<file path="config.mk">
export PLATFORM = sky130hd
export DESIGN_NAME = ao_tree_pipe
export DESIGN_NICKNAME = d
export VERILOG_FILES = /design/src/rtl/ao_pkg.sv /design/src/rtl/ao_pipe_stage.sv /design/src/rtl/ao_tree_pipe.sv
export SDC_FILE = /design/constraint.sdc
export NUM_CORES = 1
export LEC_CHECK = 0
export ABC_AREA = 1
export CORE_AREA = 5 5 42 44
export DETAILED_ROUTE_END_ITERATION = 7
export DIE_AREA = 0 0 47 49
export HOLD_SLACK_MARGIN = 0.06
export PLACE_DENSITY = 0.5
export SETUP_SLACK_MARGIN = 0.4
export SLEW_MARGIN = 20
export SYNTH_ARGS = -nofsm -noshare
export SYNTH_HDL_FRONTEND = slang
export SYNTH_SLANG_ARGS = --single-unit
</file>
<file path="constraint.sdc">
create_clock -name CLK -period 1 [get_ports CLK]
set_input_delay 0.15 -clock CLK [delete_from_list [all_inputs] [get_ports CLK]]
set_output_delay 0.15 -clock CLK [all_outputs]
set_load 0.01 [all_outputs]
</file>
<file path="src/rtl/ao_pkg.sv">
// Shared limits and output-mode constants for the AND-OR tree pipeline.
package ao_pkg;

  localparam int unsigned NPROD_MAX   = 16;
  localparam int unsigned WIDTH_MAX   = 64;
  localparam int unsigned AO_MODE_AO  = 0;
  localparam int unsigned AO_MODE_AOI = 1;

endpackage

</file>
<file path="src/rtl/ao_pipe_stage.sv">
// Valid/ready register slice of parametrised width; loads when empty or draining.
module ao_pipe_stage #(
  parameter int unsigned W       = 1,
  parameter logic [W-1:0] RST_VAL = '0
) (
  input  logic         clk,
  input  logic         rst,
  input  logic [W-1:0] in_data,
  input  logic         in_valid,
  output logic         in_ready,
  output logic [W-1:0] out_data,
  output logic         out_valid,
  input  logic         out_ready
);

  // Bubble collapse: an empty slot accepts even while downstream stalls.
  assign in_ready = !out_valid || out_ready;

  always_ff @(posedge clk) begin
    if (rst) begin
      out_valid <= 1'b0;
      out_data  <= RST_VAL;
    end else if (in_ready) begin
      out_valid <= in_valid;
      if (in_valid) begin
        out_data <= in_data;
      end
    end
  end

endmodule

</file>
<file path="src/rtl/ao_tree_pipe.sv">
// Two-stage pipelined AND-OR / AND-OR-INVERT tree with valid/ready handshake.
// Optional per-product enable port when AO_TREE_PIPE_MASK_EN is defined.
module ao_tree_pipe
  import ao_pkg::*;
#(
  parameter int unsigned NPROD  = 2,
  parameter int unsigned WIDTH  = 1,
  parameter int unsigned INVERT = AO_MODE_AO
) (
  input  logic                   CLK,
  input  logic                   RST,
  input  logic [NPROD*WIDTH-1:0] IN_A,
  input  logic [NPROD*WIDTH-1:0] IN_B,
`ifdef AO_TREE_PIPE_MASK_EN
  input  logic [NPROD-1:0]       PROD_EN,
`endif
  input  logic                   IN_VALID,
  output logic                   IN_READY,
  output logic [WIDTH-1:0]       Q,
  output logic                   Q_VALID,
  input  logic                   Q_READY
);

  localparam int unsigned PW = NPROD * WIDTH;
  localparam logic [WIDTH-1:0] Q_RST = (INVERT == AO_MODE_AOI) ? '1 : '0;

  if (NPROD < 2 || NPROD > NPROD_MAX) begin : g_bad_nprod
    $error("ao_tree_pipe: NPROD must be 2..16");
  end
  if (WIDTH < 1 || WIDTH > WIDTH_MAX) begin : g_bad_width
    $error("ao_tree_pipe: WIDTH must be 1..64");
  end
  if (INVERT != AO_MODE_AO && INVERT != AO_MODE_AOI) begin : g_bad_invert
    $error("ao_tree_pipe: INVERT must be 0 or 1");
  end

  logic [NPROD-1:0] prod_en;
`ifdef AO_TREE_PIPE_MASK_EN
  assign prod_en = PROD_EN;
`else
  assign prod_en = '1;
`endif

  logic [PW-1:0]    prod;
  logic [PW-1:0]    s1_prod;
  logic             s1_valid;
  logic             s2_ready;
  logic [WIDTH-1:0] or_tree;
  logic [WIDTH-1:0] s2_in;

  // Per-product AND terms, masked by the product enable.
  always_comb begin
    prod = '0;
    for (int unsigned k = 0; k < NPROD; k++) begin
      prod[k*WIDTH +: WIDTH] = IN_A[k*WIDTH +: WIDTH] & IN_B[k*WIDTH +: WIDTH]
                               & {WIDTH{prod_en[k]}};
    end
  end

  ao_pipe_stage #(
    .W       (PW),
    .RST_VAL ('0)
  ) u_stage1 (
    .clk       (CLK),
    .rst       (RST),
    .in_data   (prod),
    .in_valid  (IN_VALID),
    .in_ready  (IN_READY),
    .out_data  (s1_prod),
    .out_valid (s1_valid),
    .out_ready (s2_ready)
  );

  // OR across registered products; inversion folded in before stage 2.
  always_comb begin
    or_tree = '0;
    for (int unsigned k = 0; k < NPROD; k++) begin
      or_tree = or_tree | s1_prod[k*WIDTH +: WIDTH];
    end
  end

  assign s2_in = (INVERT == AO_MODE_AOI) ? ~or_tree : or_tree;

  ao_pipe_stage #(
    .W       (WIDTH),
    .RST_VAL (Q_RST)
  ) u_stage2 (
    .clk       (CLK),
    .rst       (RST),
    .in_data   (s2_in),
    .in_valid  (s1_valid),
    .in_ready  (s2_ready),
    .out_data  (Q),
    .out_valid (Q_VALID),
    .out_ready (Q_READY)
  );

endmodule

</file>
==> key figures, run 1 <==
Route
  – Pre-antenna DRT Iters: 1
  – Vias: 240
  – DRC Markers: 0
  – Vias per inst: 3.81
  – Final wirelength: 496 µm
  – WL per Instance: 7.87 µm
  – DR iter-0 viols: 0
  – Antenna-violating nets left: 0

Clocking
  – CTS root buf: clkbuf_4
  – CTS Hold Buffers Added: 0
  – TritonCTS clock tree: yes
  – H-tree depth: 1
  – Max clock buf depth: 2
  – CTS Sinks: 5
  – Clk_lat worst skew: 240 ps
  – Clk slew on worst S/H paths: 50 ps
  – TritonCTS buffer count: 3

Worst setup path
  – Cells on worst reg2reg path: 4
  – Critical Path AT: 780 ps
  – CP cell instances: nand3_4, buf_6
  – CP Launch Point: u_stage1.out_valid$_SDFFE_PP0P_
  – Setup crit end: IN_READY
  – Max incr delay on CP: 350 ps
  – Crit Path Max Fanout: 2
  – R2r startpoint: u_stage1.out_valid$_SDFFE_PP0P_
  – Worst path depth: 2
  – Worst Setup End Kind: primary output
  – CP Class: flip-flop to primary output
  – Cell family with most CP delay: flip-flops
  – R2r setup slk: 150 ps
  – CP max stage cell: dfxtp_2
  – RR Endpoint: u_stage1.out_data[0]$_SDFFE_PP0P_
  – Element type at the critical path start: flip-flop
  – CP required: 850 ps
  – Worst path bufs/invs: 1

Pwr
  – Cell-internal power: 0.428 mW
  – NetSw: 0.131 mW
  – Sw frac: 23.5%
  – Sequential share of power: 40.1%
  – Total power: 0.559 mW
  – LEAKAGE: 0.186 nW
  – Clock group share of total power: 42.0%
  – PwrDens: 1330 nW/µm²
  – Peak VDD IR: 0.421 mV
  – Combinational power share: 17.9%

Yosys
  – Sequential share of the synthesized area: 47.6%
  – Post-synthesis cell area: 210 µm²
  – Synth warn: 0
  – Synthesized flop and latch total: 5
  – Unique masters post-synth: 7
  – Ranking of synthesized cells by area: dfxtp_1, a21oi_1, nand2_1
  – Post-synth top area cell: dfxtp_1
  – Syn Inst Count: 28
  – Average size of a mapped cell: 7.51 µm²
  – Post-synthesis net count: 36
  – Top-area cell type share of the netlist area: 47.6%

Layout
  – Fraction of layout cells with a size suffix above 1: 44.7%
  – Layout fillers: 169
  – Non-Filler Cell Area, Final: 422 µm²
  – # nets final: 56
  – Syn-to-layout area delta: 101%
  – Final Util: 30.1%
  – Antenna cells: 0

STA
  – Tmin final: 934 ps
  – Final setup margin: 66.0 ps
  – Finish-stage setup viols: 0
  – Fin crit share: 93.4%
  – Worst-margin pin slew: 220 ps
  – Pins Over Slew Limit: 0
  – Worst hold slack: 391 ps
  – Fmax: 1.07 GHz
  – Unrepaired setup endpoints after global routing: yes
  – Worst Skew: 4.83 ps
  – Final hold vios: 0
  – Worst slew margin: 85.3%

Outcome
  – Outcome: completed

Place
  – Detailed placement HPWL: 386 µm
  – Area after DPL: 365 µm²
  – GP Congestion: 0.708
  – Port bufs: 10
  – Dpl ws: -439 ps

Floorplan
  – # IOs: 11
  – Die height: 49 µm
  – Initial Utilization: 15.0%
  – Die Span X: 47 µm
  – FP Rows: 14
  – Die area: 2300 µm²
  – Placeable Area: 1400 µm²

Global route
  – Largest net degree at the start of global routing: 6
  – Vias in the first global route: 219
  – Total Routing Usage GR: 5.71%
  – First-pass GRT wire length: 862 µm
  – Initial antenna violation count: 0
  – Aggregate global routing overflow: 0

Flow run
  – Max-cap viol count: 0

Worst hold path
  – Hold crit path type: input pin to flip-flop
## metal layers
metal,wire (µm),track usage (%)
met1,216,5.74
met2,199,7.01
met3,79,5.54
met4,0,4.15
met5,0,0
## how the worst min path moves through the flow
stage / start / depth (start not counted) / endpoint / slack (ps)
CTS: Q_READY / 4 / u_stage2.out_valid$_SDFFE_PP0P_ / 380
floorplan: RST / 1 / u_stage2.out_valid$_SDFFE_PP0P_ / 210
finish: Q_READY / 4 / u_stage2.out_valid$_SDFFE_PP0P_ / 390
detailed placement: u_stage2.out_data$_SDFFE_PP0P_ / 2 / u_stage2.out_data$_SDFFE_PP0P_ / 480
global route: Q_READY / 4 / u_stage2.out_valid$_SDFFE_PP0P_ / 430
global placement: u_stage2.out_data$_SDFFE_PP0P_ / 2 / u_stage2.out_data$_SDFFE_PP0P_ / 470
## cells in the final DEF, fill, tap and decap left out
| cell type | n |
|---|---|
| a21oi_1 | 1 |
| a21oi_2 | 4 |
| buf_4 | 4 |
| buf_6 | 4 |
| clkbuf_1 | 1 |
| clkbuf_4 | 3 |
| clkdlybuf4s50_1 | 6 |
| dfxtp_1 | 2 |
| dfxtp_2 | 2 |
| dfxtp_4 | 1 |
| dlygate4sd2_1 | 1 |
| inv_1 | 2 |
| inv_2 | 2 |
| nand2_1 | 6 |
| nand3_1 | 3 |
| nand3_4 | 1 |
| nor2_1 | 4 |
## registers in the layout, summed over array words and instances, names as in the netlist
signal,count
u_stage2.out_data,1
u_stage1.out_data,2
u_stage2.out_valid,1
u_stage1.out_valid,1
## synth_stat cells (all sizes together)
library cell and count:
inv 4, nand2 6, nand3 4, nor2 4, dfxtp 5, a21oi 5
## tightest hold or removal path: stages
cell and delay (ps):
dlygate4sd2_1 200, inv_2 50, nand2_1 130, a21oi_2 70
## power by group through the flow
stage	clock network [mW]	logic [mW]	registers, mW
finish	0.235	0.100	0.224
global route	0.269	0.112	0.225
CTS	0.245	0.0872	0.224
detailed placement	0	0.0877	0.226
global placement	0	0.0869	0.226
floorplan	0	0.0310	0.229
## timing repair
item | CTS | global route
pin swaps | 0 | 1
buffers inserted | 0 | 2
resized for setup | 18 | 4
endpoints found under the setup margin | 8 | 8
hold endpoints to repair | 0 | 0
## per-stage QoR
step / setup TNS, ps / instances
after floorplan: 0 / 28
final: 0 / 63
after detailed placement: -1010 / 57
after global placement: -946 / 57
after CTS: 0 / 61
after global routing: 0 / 63
## cells by family after synthesis
logic type | Yosys count | share of synthesized area, %
AND/OR/NAND/NOR | 14 | 33.3
buffers and inverters | 4 | 7.14
flip-flops | 5 | 47.6
AO/OA/AOI/OAI | 5 | 11.9
## area by class of cell
class | instances | area [µm²] | share of cell area (%)
Timing Repair Buffer | 15 | 144 | 34.1
Tap cell | 16 | 20.0 | 4.75
Sequential cell | 5 | 106 | 25.2
Multi-Input combinational cell | 19 | 110 | 26.1
Clock buffer | 4 | 26.3 | 6.23
Inverter | 4 | 15.0 | 3.56
Note: power is estimated with default switching activity, not from simulation.
==> run 2: changes to the inputs <==
- CAP_MARGIN: default -> 20
==> results of run 2 <==
Final layout, timing and power as in run 1 (identical DEF).
==> run 3: changes to the inputs <==
- ABC_CLOCK_PERIOD_IN_PS: default -> 1000
==> results of run 3 <==
Final layout, timing and power as in run 1 (identical DEF).
